### src/rtl/instr_ram_arbiter_pkg.sv
// Shared types for the instruction-memory arbiter: owner of the access whose read data is in flight.
package instr_ram_arbiter_pkg;

   typedef enum logic [1:0] {
      OWNER_NONE = 2'd0,
      OWNER_CORE = 2'd1,
      OWNER_BUS  = 2'd2
   } arb_owner_e;

   function automatic arb_owner_e owner_from_grants(input logic core_gnt, input logic bus_gnt);
      if (core_gnt)     return OWNER_CORE;
      else if (bus_gnt) return OWNER_BUS;
      else              return OWNER_NONE;
   endfunction

endpackage

### src/rtl/instr_arb_prio_sel.sv
// Winner selection between core fetch and bus port. Default build: fixed core priority with a bus
// starvation counter. With INSTR_ARB_ROUND_ROBIN_EN defined, conflicts alternate via a last-grant bit.
module instr_arb_prio_sel
   import instr_ram_arbiter_pkg::*;
#(
   parameter int MAX_WAIT = 8
) (
   input  logic       clk,
   input  logic       rst_n,
   input  logic       i_en,
   input  logic       i_core_req,
   input  logic       i_bus_req,
   output arb_owner_e o_winner
);

   logic w_bus_win;
   logic w_core_win;

`ifdef INSTR_ARB_ROUND_ROBIN_EN
   // Reset to "core granted last" so the bus takes the first conflict.
   logic r_last_bus;

   always_comb begin
      w_bus_win  = i_en && i_bus_req && (!i_core_req || !r_last_bus);
      w_core_win = i_en && i_core_req && !w_bus_win;
   end

   always_ff @(posedge clk or negedge rst_n) begin
      if (!rst_n)          r_last_bus <= 1'b0;
      else if (w_bus_win)  r_last_bus <= 1'b1;
      else if (w_core_win) r_last_bus <= 1'b0;
   end
`else
   localparam int              CNT_W   = $clog2(MAX_WAIT + 1);
   localparam logic [CNT_W-1:0] MAX_CNT = CNT_W'(MAX_WAIT);

   logic [CNT_W-1:0] r_wait_cnt;

   always_comb begin
      w_bus_win  = i_en && i_bus_req && (!i_core_req || (r_wait_cnt == MAX_CNT));
      w_core_win = i_en && i_core_req && !w_bus_win;
   end

   // Counts cycles the bus has been refused; holds at MAX_CNT until the forced grant.
   always_ff @(posedge clk or negedge rst_n) begin
      if (!rst_n)                      r_wait_cnt <= '0;
      else if (!i_bus_req || w_bus_win) r_wait_cnt <= '0;
      else if (r_wait_cnt != MAX_CNT)   r_wait_cnt <= r_wait_cnt + 1'b1;
   end
`endif

   assign o_winner = owner_from_grants(w_core_win, w_bus_win);

endmodule

### src/rtl/instr_ram_arbiter.sv
// Single-port instruction memory arbiter (core fetch vs bus/loader) with response routing and
// boot-ROM write protection. Optional build macro: INSTR_ARB_ROUND_ROBIN_EN (alternating conflicts).
module instr_ram_arbiter
   import instr_ram_arbiter_pkg::*;
#(
   parameter int ADDR_WIDTH = 16,
   parameter int DATA_WIDTH = 32,
   parameter int MAX_WAIT   = 8
) (
   input  logic                    clk,
   input  logic                    rst_n,
   input  logic                    core_req_i,
   input  logic [ADDR_WIDTH-1:0]   core_addr_i,
   output logic                    core_gnt_o,
   output logic                    core_rvalid_o,
   output logic [DATA_WIDTH-1:0]   core_rdata_o,
   input  logic                    bus_req_i,
   input  logic                    bus_we_i,
   input  logic [DATA_WIDTH/8-1:0] bus_be_i,
   input  logic [ADDR_WIDTH-1:0]   bus_addr_i,
   input  logic [DATA_WIDTH-1:0]   bus_wdata_i,
   output logic                    bus_gnt_o,
   output logic                    bus_rvalid_o,
   output logic [DATA_WIDTH-1:0]   bus_rdata_o,
   output logic                    bus_err_o,
   output logic                    ram_en_o,
   output logic [ADDR_WIDTH-1:0]   ram_addr_o,
   output logic                    ram_we_o,
   output logic [DATA_WIDTH/8-1:0] ram_be_o,
   output logic [DATA_WIDTH-1:0]   ram_wdata_o,
   input  logic [DATA_WIDTH-1:0]   ram_rdata_i
);

   arb_owner_e w_winner;
   logic       w_core_gnt;
   logic       w_bus_gnt;
   logic       w_boot_wr;
   logic       w_bus_ram;
   arb_owner_e r_owner_p1;
   logic       r_err_p1;

   // Grants are suppressed while reset is held so every output reads 0 during reset.
   instr_arb_prio_sel #(
      .MAX_WAIT (MAX_WAIT)
   ) u_prio_sel (
      .clk        (clk),
      .rst_n      (rst_n),
      .i_en       (rst_n),
      .i_core_req (core_req_i),
      .i_bus_req  (bus_req_i),
      .o_winner   (w_winner)
   );

   assign w_core_gnt = (w_winner == OWNER_CORE);
   assign w_bus_gnt  = (w_winner == OWNER_BUS);
   assign w_boot_wr  = bus_we_i && bus_addr_i[ADDR_WIDTH-1];
   assign w_bus_ram  = w_bus_gnt && !w_boot_wr;

   assign core_gnt_o  = w_core_gnt;
   assign bus_gnt_o   = w_bus_gnt;

   assign ram_en_o    = w_core_gnt || w_bus_ram;
   assign ram_addr_o  = w_core_gnt ? core_addr_i : (w_bus_gnt ? bus_addr_i : '0);
   assign ram_we_o    = w_bus_ram && bus_we_i;
   assign ram_be_o    = w_bus_ram ? bus_be_i : '0;
   assign ram_wdata_o = w_bus_ram ? bus_wdata_i : '0;

   // Memory read-latency stage: remembers who owns the data arriving next cycle.
   always_ff @(posedge clk or negedge rst_n) begin
      if (!rst_n) begin
         r_owner_p1 <= OWNER_NONE;
         r_err_p1   <= 1'b0;
      end else begin
         r_owner_p1 <= w_winner;
         r_err_p1   <= w_bus_gnt && w_boot_wr;
      end
   end

   assign core_rvalid_o = (r_owner_p1 == OWNER_CORE);
   assign bus_rvalid_o  = (r_owner_p1 == OWNER_BUS);
   assign core_rdata_o  = core_rvalid_o ? ram_rdata_i : '0;
   assign bus_rdata_o   = bus_rvalid_o ? ram_rdata_i : '0;
   assign bus_err_o     = bus_rvalid_o && r_err_p1;

endmodule
### config.mk
export PLATFORM = sky130hd
export DESIGN_NAME = instr_ram_arbiter
export DESIGN_NICKNAME = d
export VERILOG_FILES = /design/src/rtl/instr_ram_arbiter_pkg.sv /design/src/rtl/instr_arb_prio_sel.sv /design/src/rtl/instr_ram_arbiter.sv
export SDC_FILE = /design/constraint.sdc
export NUM_CORES = 1
export LEC_CHECK = 0
export ABC_CLOCK_PERIOD_IN_PS = 4750
export CORE_AREA = 5 5 84 86
export CTS_CLUSTER_DIAMETER = 60
export CTS_CLUSTER_SIZE = 25
export DETAILED_ROUTE_END_ITERATION = 7
export DIE_AREA = 0 0 89 91
export GPL_ROUTABILITY_DRIVEN = 0
export PLACE_DENSITY_LB_ADDON = 0.25
export SLEW_MARGIN = 30
export SYNTH_ARGS = -nofsm -noshare
export SYNTH_HDL_FRONTEND = slang
export SYNTH_SLANG_ARGS = --single-unit
### constraint.sdc
create_clock -name clk -period 4.75 [get_ports clk]
set_input_delay 0.7125 -clock clk [delete_from_list [all_inputs] [get_ports clk]]
set_output_delay 0.7125 -clock clk [all_outputs]
set_load 0.05 [all_outputs]
Word level (Yosys, flattened, before mapping)
Cells that the tools add are included.
- add/subtract/negate cells: 1
- multipliers: 0
- divide/modulo/power cells: 0
- $lt $le $gt $ge: 0
- equality and inequality tests: 6
- shift operators: 0
- muxes and demuxes: 10
- bitwise operators: 0
- reduce and logical (&&, ||, !) cells: 17
- operators with widths (cell ; count):
    $mux W32 ; 3
    $mux W16 ; 2
    $mux W4 ; 3
    $logic_and A1 B1 Y1 ; 9
    $add A4 B1 Y4 const B ; 1
    $eq A2 B1 Y1 const B ; 2
    $eq A2 B2 Y1 const B ; 2
    $eq A4 B4 Y1 const B ; 1
    $logic_not A1 Y1 ; 4
    $mux W2 ; 2
    $ne A4 B4 Y1 const B ; 1
    $logic_or A1 B1 Y1 ; 3
    $reduce_bool A2 Y1 ; 1
- register bits after elaboration: 7
- latch bits: 0
- memory bits (writable): 0
- bits in read-only memories: 0
- output and inout port bits: 123
- memories kept: 0

Depth between registers and ports, before layout
Gate-level depths: netlist of run 1.
- word-level depth: 9
- gate-level depth with buffers: 7

By module
Synthesis of run 1 repeated with hierarchy kept, for this count alone.
- cell total of the unflattened synthesis: 172
- area total of the unflattened synthesis: 1466.4 µm²
- by module, submodules not included (module ; times used ; cells each ; area each (µm²) ; seq. area each (µm²)):
    instr_ram_arbiter ; 1 ; 146 ; 1202.4 ; 75.1
    instr_arb_prio_sel ; 1 ; 26 ; 264.0 ; 100.1

Least setup slack after synthesis of run 1
OpenSTA, ideal clock, no wires.
- path kind: register to output
- start: register u_prio_sel.r_wait_cnt[0]
- end: output port ram_addr_o[10]
- arrival: 1.809 ns
- data required time: 4.038 ns
- slack: 2.229 ns
- stages on the path, launching flop included: 8
- buffers on the path: 2
- cells stage by stage: dfrtp_1 > inv_1 > ha_1 > and3b_1 > buf_6 > a21oi_4 > buf_6 > a22o_1
- RTL lines (what ; line ; RTL):
    start, declared ; instr_arb_prio_sel.sv:37 ; logic [CNT_W-1:0] r_wait_cnt;
    start signal, assigned ; instr_arb_prio_sel.sv:48 ; else if (r_wait_cnt != MAX_CNT) r_wait_cnt <= r_wait_cnt + 1'b1;
    $eq A4 B4 Y1 (*) ; instr_arb_prio_sel.sv:40 ; w_bus_win = i_en && i_bus_req && (!i_core_req || (r_wait_cnt == MAX_CNT));
    $logic_or A1 B1 Y1 (*) ; instr_arb_prio_sel.sv:40 ;
    $logic_and A1 B1 Y1 (*) ; instr_arb_prio_sel.sv:40 ;
    $logic_not A1 Y1 ; instr_arb_prio_sel.sv:41 ; w_core_win = i_en && i_core_req && !w_bus_win;
    $logic_and A1 B1 Y1 ; instr_arb_prio_sel.sv:41 ;
    $mux W2 (*) ; instr_ram_arbiter_pkg.sv:11 ; if (core_gnt) return OWNER_CORE;
    $eq A2 B1 Y1 (*) ; instr_ram_arbiter.sv:54 ; assign w_core_gnt = (w_winner == OWNER_CORE);
    named net core_gnt_o ; instr_ram_arbiter.sv:14 ; output logic core_gnt_o,
    $mux W16 (*) ; instr_ram_arbiter.sv:63 ; assign ram_addr_o = w_core_gnt ? core_addr_i : (w_bus_gnt ? bus_addr_i : '0);
    end, declared ; instr_ram_arbiter.sv:27 ; output logic [ADDR_WIDTH-1:0] ram_addr_o,
The timed path passes the listed nets; every way through them passes the cells marked *.

Worst setup path in the final report of run 1
- start: input port rst_n
- end: output port ram_wdata_o[14]
- cells in the longest elaborated chain, start to end: 8
- RTL lines (what ; line ; RTL):
    start, declared ; instr_ram_arbiter.sv:11 ; input logic rst_n,
    $logic_and A1 B1 Y1 (2 in series) ; instr_arb_prio_sel.sv:40 ;
    $logic_not A1 Y1 ; instr_arb_prio_sel.sv:41 ;
    $logic_and A1 B1 Y1 ; instr_arb_prio_sel.sv:41 ;
    $mux W2 (*) ; instr_ram_arbiter_pkg.sv:11 ;
    $eq A2 B2 Y1 (*) ; instr_ram_arbiter.sv:55 ; assign w_bus_gnt = (w_winner == OWNER_BUS);
    $logic_and A1 B1 Y1 (*) ; instr_ram_arbiter.sv:57 ; assign w_bus_ram = w_bus_gnt && !w_boot_wr;
    $mux W32 (*) ; instr_ram_arbiter.sv:66 ; assign ram_wdata_o = w_bus_ram ? bus_wdata_i : '0;
    end, declared ; instr_ram_arbiter.sv:30 ; output logic [DATA_WIDTH-1:0] ram_wdata_o,
Every way passes the cells marked *; elsewhere a longest branch is shown, timed or not.

==> metrics.csv, run 1 <==
metric,value,unit
status,completed,
dieArea,0.00810,mm2
nets,495,
tritoncts,done,
die_width,89,um
p_leak,1.52,nW
cp_cell_sequence,clkdlybuf4s50_1 -> nand2_1 -> a21oi_4 -> buf_4 -> and3_1 -> clkdlybuf4s50_1,
ys_top_cells_by_area,"and2_1 32%, and3_1 18%, dfrtp_1 14%",
crit_top_cell,clkdlybuf4s50_1,
grt_util_met1,0.137,
crit_required,4040,ps
worstSkewPairLatency,220,ps
cts_hold_buf,0,
grt_max_degree,57,
clkPwrFrac,0.165,
synthesis.area,0.00125,mm2
dp_slack,817,ps
ys_seq_area_frac,0.140,
grt_pass1_vias,1998,
top_usage_layer,met2,
numPortBuffers,227,
grt_pass1_wl,10400,um
fmax,0.255,GHz
cp_max_fo,56,
layout-drive-gt1-share,0.0207,
seqPwrFrac,0.136,
holdPathEnd,u_prio_sel.r_wait_cnt[3],
use_met2,0.327,
maxCapViolations,0,
critPathSlowestCell,clkdlybuf4s50_1,
drt-initial-drc-count,48,
finalCriticalPeriod,3920,ps
setup_violations,0,
max_stage_delay,850,ps
reg2reg_to,r_err_p1,
route.detailed.drc,0,
ys_warn_count,0,
die_y,91,um
synth_seq_cells,7,
synth_top_area_share,0.324,
cp_data_arrival_time,3210,ps
hpwl,6410,um
wirelength,7360,um
hold_path.class,flip-flop to flip-flop,
relSlewSlack,0.435,
synthFlopType,dfrtp_1,
drv_slew,0,
clockBufferDepth,2,
yosysMostFrequentCell,and2_1,
finalSetupTns,0,ps
syn_area_per_cell,7.37,um2
clock_sinks,7,
root_buffer,clkbuf_8,
ir_drop,70.4,uV
critPathKind,input port to output pin,
path_clk_slew,40,ps
rrSetupSlack,3030,ps
synth.net_count,277,
rr_startpoint,u_prio_sel.r_wait_cnt[0],
worstSetupStartpointType,input port,
p_int,0.277,mW
grt_use_total,0.162,
synth_cell_types,23,
num_io_pins,228,
min-delay-start,u_prio_sel.r_wait_cnt[3],
swShare,0.432,
via_count,2039,
p_comb_frac,0.699,
netlist_instances,170,
routedWlPerCell,15.8,um
finalCritPeriodShare,0.825,
hold_depth,2,
core,0.00620,mm2
syn2layout_area_growth,186,%
rsz0062_at_grt,false,
synth_top_area_cell,and2_1,
endpoint_kind,output pin,
vias_per_cell,4.38,
p_sw,0.210,mW
r2r_cells,6,
synth_edf_count,0,
initial_core_util,0.202,
powerDensity,136,mW/mm2
final.setup.worst_slack,832,ps
async_flop_share,1.00,
cts_setup_buffers,0,
hold_viol_final,0,
grt-ovfl-total,0,
ant_nets,0,
cts_resized,0,
drtPass1Iterations,4,
antenna_found_initial,1,
worst_slew_pin_slew,845,ps
fillers,598,
met3_usage,0.0733,
row_count,29,
htreeDepth,1,
clock_skew,0.676,ps
numCtsBuffers,3,
synth_common_cells,"65 x and2_1, 37 x and3_1, 16 x a22o_1, 10 x clkbuf_1, 7 x dfrtp_1",
==> cell usage in the layout, fill, tap and decap left out <==
master,count
a21o_1,1
a21oi_1,2
a21oi_4,2
a22o_1,16
a31oi_1,1
and2_1,65
and3_1,37
and3b_1,2
buf_4,3
clkbuf_1,1
clkbuf_8,3
clkdlybuf4s50_1,227
dfrtp_1,7
diode_2,1
ha_1,2
inv_1,2
nand2_1,5
nand3_1,1
nand3b_1,1
nor2_1,2
nor2b_1,3
nor3_1,1
xnor2_1,2
xor2_1,1
==> layout make-up <==
cell class / count / area [um2] / share of cell area
antenna: 1 / 2.50 / 0.000698
clock buffer: 4 / 45.0 / 0.0126
timing repair buffer: 230 / 2290 / 0.640
multi-input combinational: 144 / 966 / 0.269
sequential: 7 / 175 / 0.0488
tap: 77 / 96.3 / 0.0269
inverter: 2 / 7.51 / 0.00209
==> logic make-up after synthesis <==
family          count (synthesis)  synth area share
compound gates                 22             0.151
xor+xnor                        3            0.0210
fa+ha+maj                       2            0.0200
buf+inv                        19            0.0958
simple gates                  117             0.573
flops                           7             0.140
==> through the flow <==
stage | power (mW) | utilization | area, um2 | hold WS [ps] | std cells
6_report | 0.487 | 0.578 | 3590 | 560 | 465
5_1_grt | 0.511 | 0.578 | 3590 | 596 | 465
4_1_cts | 0.494 | 0.578 | 3580 | 561 | 464
3_5_place_dp | 0.411 | 0.570 | 3540 | 549 | 460
3_3_place_gp | 0.408 | 0.570 | 3540 | 552 | 460
2_1_floorplan | 0.245 | - | 1250 | 417 | 170
==> how the worst max path moves through the flow <==
| stage | startpoint | to | slack [ps] | depth (start not counted) |
|---|---|---|---|---|
| CTS | rst_n | ram_wdata_o[14] | 800 | 6 |
| floorplan | u_prio_sel.r_wait_cnt[0] | ram_addr_o[10] | 2230 | 7 |
| global placement | rst_n | ram_wdata_o[18] | 800 | 6 |
| global route | rst_n | ram_wdata_o[14] | 650 | 6 |
| finish | rst_n | ram_wdata_o[14] | 830 | 6 |
| detailed placement | rst_n | ram_wdata_o[14] | 820 | 6 |
==> routing by layer <==
| metal | wire length, um | vias up |
|---|---|---|
| met5 | 0 | - |
| met4 | 124 | 0 |
| met3 | 1170 | 6 |
| met2 | 3910 | 136 |
| met1 | 2150 | 885 |
| li1 | - | 1012 |
==> flip-flops by register name (all words and copies together), names as in the netlist <==
signal	count
u_prio_sel.r_wait_cnt	4
r_owner_p1	2
r_err_p1	1
==> critical path: cells and delay by family <==
kind	cells	cell delay (ps)
buffers and inverters	3	1940
and+or+nand+nor	2	400
AOI/OAI and AO/OA	1	130
==> power by group through the flow <==
stage | Clock, mW | Sequential [mW] | Combinational, mW
finish | 0.0804 | 0.0661 | 0.341
global placement | 0 | 0.0666 | 0.341
global route | 0.0864 | 0.0668 | 0.358
detailed placement | 0 | 0.0669 | 0.344
floorplan | 0 | 0.0662 | 0.179
CTS | 0.0839 | 0.0662 | 0.344
(Power assumes the default switching activity.)
==> run 2: changes to the inputs <==
--- a/config.mk
+++ b/config.mk
@@ -5,12 +5,12 @@
 export SDC_FILE = /design/constraint.sdc
 export NUM_CORES = 1
 export LEC_CHECK = 0
-export ABC_CLOCK_PERIOD_IN_PS = 4750
-export CORE_AREA = 5 5 84 86
+export ABC_CLOCK_PERIOD_IN_PS = 3350
+export CORE_AREA = 5 5 64 123
 export CTS_CLUSTER_DIAMETER = 60
 export CTS_CLUSTER_SIZE = 25
 export DETAILED_ROUTE_END_ITERATION = 7
-export DIE_AREA = 0 0 89 91
+export DIE_AREA = 0 0 69 128
 export GPL_ROUTABILITY_DRIVEN = 0
 export PLACE_DENSITY_LB_ADDON = 0.25
 export SLEW_MARGIN = 30
==> constraint.sdc (replaced) <==
create_clock -name clk -period 3.35 [get_ports clk]
set_input_delay 0.5025 -clock clk [delete_from_list [all_inputs] [get_ports clk]]
set_output_delay 0.5025 -clock clk [all_outputs]
set_load 0.05 [all_outputs]
==> run 2 against run 1 <==
  * Worst hold slack better by 0.83 ps
  * Combinational power is 61% higher
  * Final cell count is 3.0% higher
  * Non-clock buffer count is 2 higher
  * Critical path type unchanged
  * Critical endpoint is now ram_wdata_o[26]
  * Largest cell class unchanged
  * Largest power group unchanged
==> metrics.csv, run 2 (synthesis results as in run 1) <==
metric,value,unit,change
fmax,0.363,GHz,
endpoint_kind,output pin,,unchanged
antenna_found_initial,0,,was 1
grt_pass1_wl,11500,um,was 10400 um
cts_hold_buf,0,,unchanged
critPathSlowestCell,clkdlybuf4s50_1,,unchanged
hold_viol_final,0,,unchanged
worst_slew_pin_slew,540,ps,was 845 ps
nets,497,,was 495
final_common_cell,clkdlybuf4s50_1,,unchanged
root_buffer,clkbuf_16,,was clkbuf_8
p_leak,1.82,nW,was 1.52 nW
cp_data_arrival_time,2260,ps,was 3210 ps
rr_startpoint,u_prio_sel.r_wait_cnt[0],,unchanged
core,0.00689,mm2,was 0.00620 mm2
critPathKind,input port to output pin,,unchanged
startpoint,rst_n,,unchanged
grt_use_total,0.163,,was 0.162
worstSetupStartpointType,input port,,unchanged
crit_required,2850,ps,was 4040 ps
vias_per_cell,4.30,,was 4.38
maxCapViolations,0,,unchanged
drt-initial-drc-count,68,,was 48
routedWlPerCell,16.1,um,was 15.8 um
syn2layout_area_growth,233,%,was 186%
route.met2.wl,4320,um,was 3910 um
hold_depth,2,,unchanged
grt_max_degree,57,,unchanged
finalSetupTns,0,ps,unchanged
top_register,u_prio_sel.r_wait_cnt,,unchanged
rrSetupSlack,1620,ps,was 3030 ps
wl_met1,2310,um,was 2150 um
fillers,625,,was 598
ir_drop,130,uV,was 70.4 uV
dieArea,0.00883,mm2,was 0.00810 mm2
row_count,43,,was 29
largest_reg_flops,4,,unchanged
via_count,2059,,was 2039
numCtsBuffers,3,,unchanged
cp_num_cells,7,,was 6
register_area,175,um2,unchanged
whs,561,ps,was 560 ps
crit_top_cell,buf_4,,was clkdlybuf4s50_1
tritoncts,done,,unchanged
finalCriticalPeriod,2760,ps,
r2r_cells,6,,unchanged
antenna_cells,0,,was 1
cpLargestDelayFamily,buffers and inverters,,unchanged
rsz0062_at_grt,false,,unchanged
grt_pass1_vias,2142,,was 1998
holdPathEnd,u_prio_sel.r_wait_cnt[3],,unchanged
die_y,128,um,was 91 um
hold_path.class,flip-flop to flip-flop,,unchanged
multi_input_area,966,um2,unchanged
finalCritPeriodShare,0.823,,
num_io_pins,228,,unchanged
status,completed,,unchanged
htreeDepth,1,,unchanged
clock_skew,0.143,ps,was 0.676 ps
setup_violations,0,,unchanged
numPortBuffers,227,,unchanged
relSlewSlack,0.639,,was 0.435
reg_top3,"u_prio_sel.r_wait_cnt: 4 flops, r_owner_p1: 2 flops, r_err_p1: 1 flops",,unchanged
drtPass1Iterations,4,,unchanged
min-delay-start,u_prio_sel.r_wait_cnt[3],,unchanged
cts_setup_buffers,0,,unchanged
initial_core_util,0.182,,was 0.202
reg2reg_to,r_err_p1,,unchanged
worstSkewPairLatency,230,ps,was 220 ps
highest_layer,met4,,unchanged
ant_nets,0,,unchanged
clockBufferDepth,2,,unchanged
wirelength,7720,um,was 7360 um
cts_resized,0,,unchanged
drv_slew,0,,unchanged
route.detailed.drc,0,,unchanged
layout_common_cells,"168 x clkdlybuf4s50_1, 65 x and2_1, 54 x buf_12",,"was 227 x clkdlybuf4s50_1, 65 x and2_1, 37 x and3_1"
clock_sinks,7,,unchanged
path_clk_slew,30,ps,was 40 ps
die_width,69,um,was 89 um
crit_buf_inv,4,,was 3
cp_max_fo,56,,unchanged
max_stage_delay,490,ps,was 850 ps
dr_wl_met3,1060,um,was 1170 um
layout-drive-gt1-share,0.177,,was 0.0207
grt-ovfl-total,0,,unchanged
cp_cell_sequence,clkdlybuf4s50_1 -> buf_4 -> nand2_1 -> a21oi_4 -> buf_4 -> and3_1 -> buf_12,,was clkdlybuf4s50_1 -> nand2_1 -> a21oi_4 -> buf_4 -> and3_1 -> clkdlybuf4s50_1
powerDensity,201,mW/mm2,was 136 mW/mm2
hpwl,6990,um,was 6410 um
-- run 2: cell count changes in the layout (fill, tap and decap cells not counted), sizes merged --
cell,before,now
diode,1,0
clkdlybuf4s50,227,168
buf,3,64
-- run 2: through the flow --
stage | worst slack [ps] | instances | power (mW) | area, um2 | utilization
global route | 478 | 479 | 0.875 | 4180 | 0.607
floorplan | 1040 | 170 | 0.347 | 1250 | -
finish | 591 | 479 | 0.841 | 4180 | 0.607
CTS | 584 | 479 | 0.850 | 4180 | 0.607
global placement | 616 | 475 | 0.643 | 4100 | 0.595
detailed placement | 589 | 475 | 0.649 | 4100 | 0.595
-- run 2: final cells by class --
cell class	instances	share of cell area
flip-flops and latches	7	0.0419
clock buffers	4	0.0189
repair buffers	232	0.679
inverters	2	0.00180
multi-input cells	144	0.231
well taps	90	0.0270
-- run 2: worst reg2reg max path, cell delays in order, from the launching register on --
cell,delay (ps)
dfrtp_1,390
inv_1,90
ha_1,160
nand3b_1,190
a21oi_4,180
buf_4,400
and3_1,250
-- run 2: per-layer routing --
layer	global-route usage	vias up
met5	0	-
met4	0.0242	0
met3	0.0848	2
met2	0.322	148
met1	0.145	892
li1	-	1017
-- run 2: how the worst max path moves through the flow --
stage                 endpoint  slack [ps]
3_3_place_gp         bus_gnt_o         620
3_5_place_dp       ram_be_o[1]         590
4_1_cts            ram_be_o[1]         580
2_1_floorplan   ram_addr_o[10]        1040
6_report       ram_wdata_o[26]         590
5_1_grt        ram_wdata_o[26]         480
-- run 2: power breakdown --
| group | internal (mW) | switching, mW |
|---|---|---|
| Combinational | 0.271 | 0.279 |
| Sequential | 0.0899 | 0.00402 |
| Clock | 0.158 | 0.0400 |
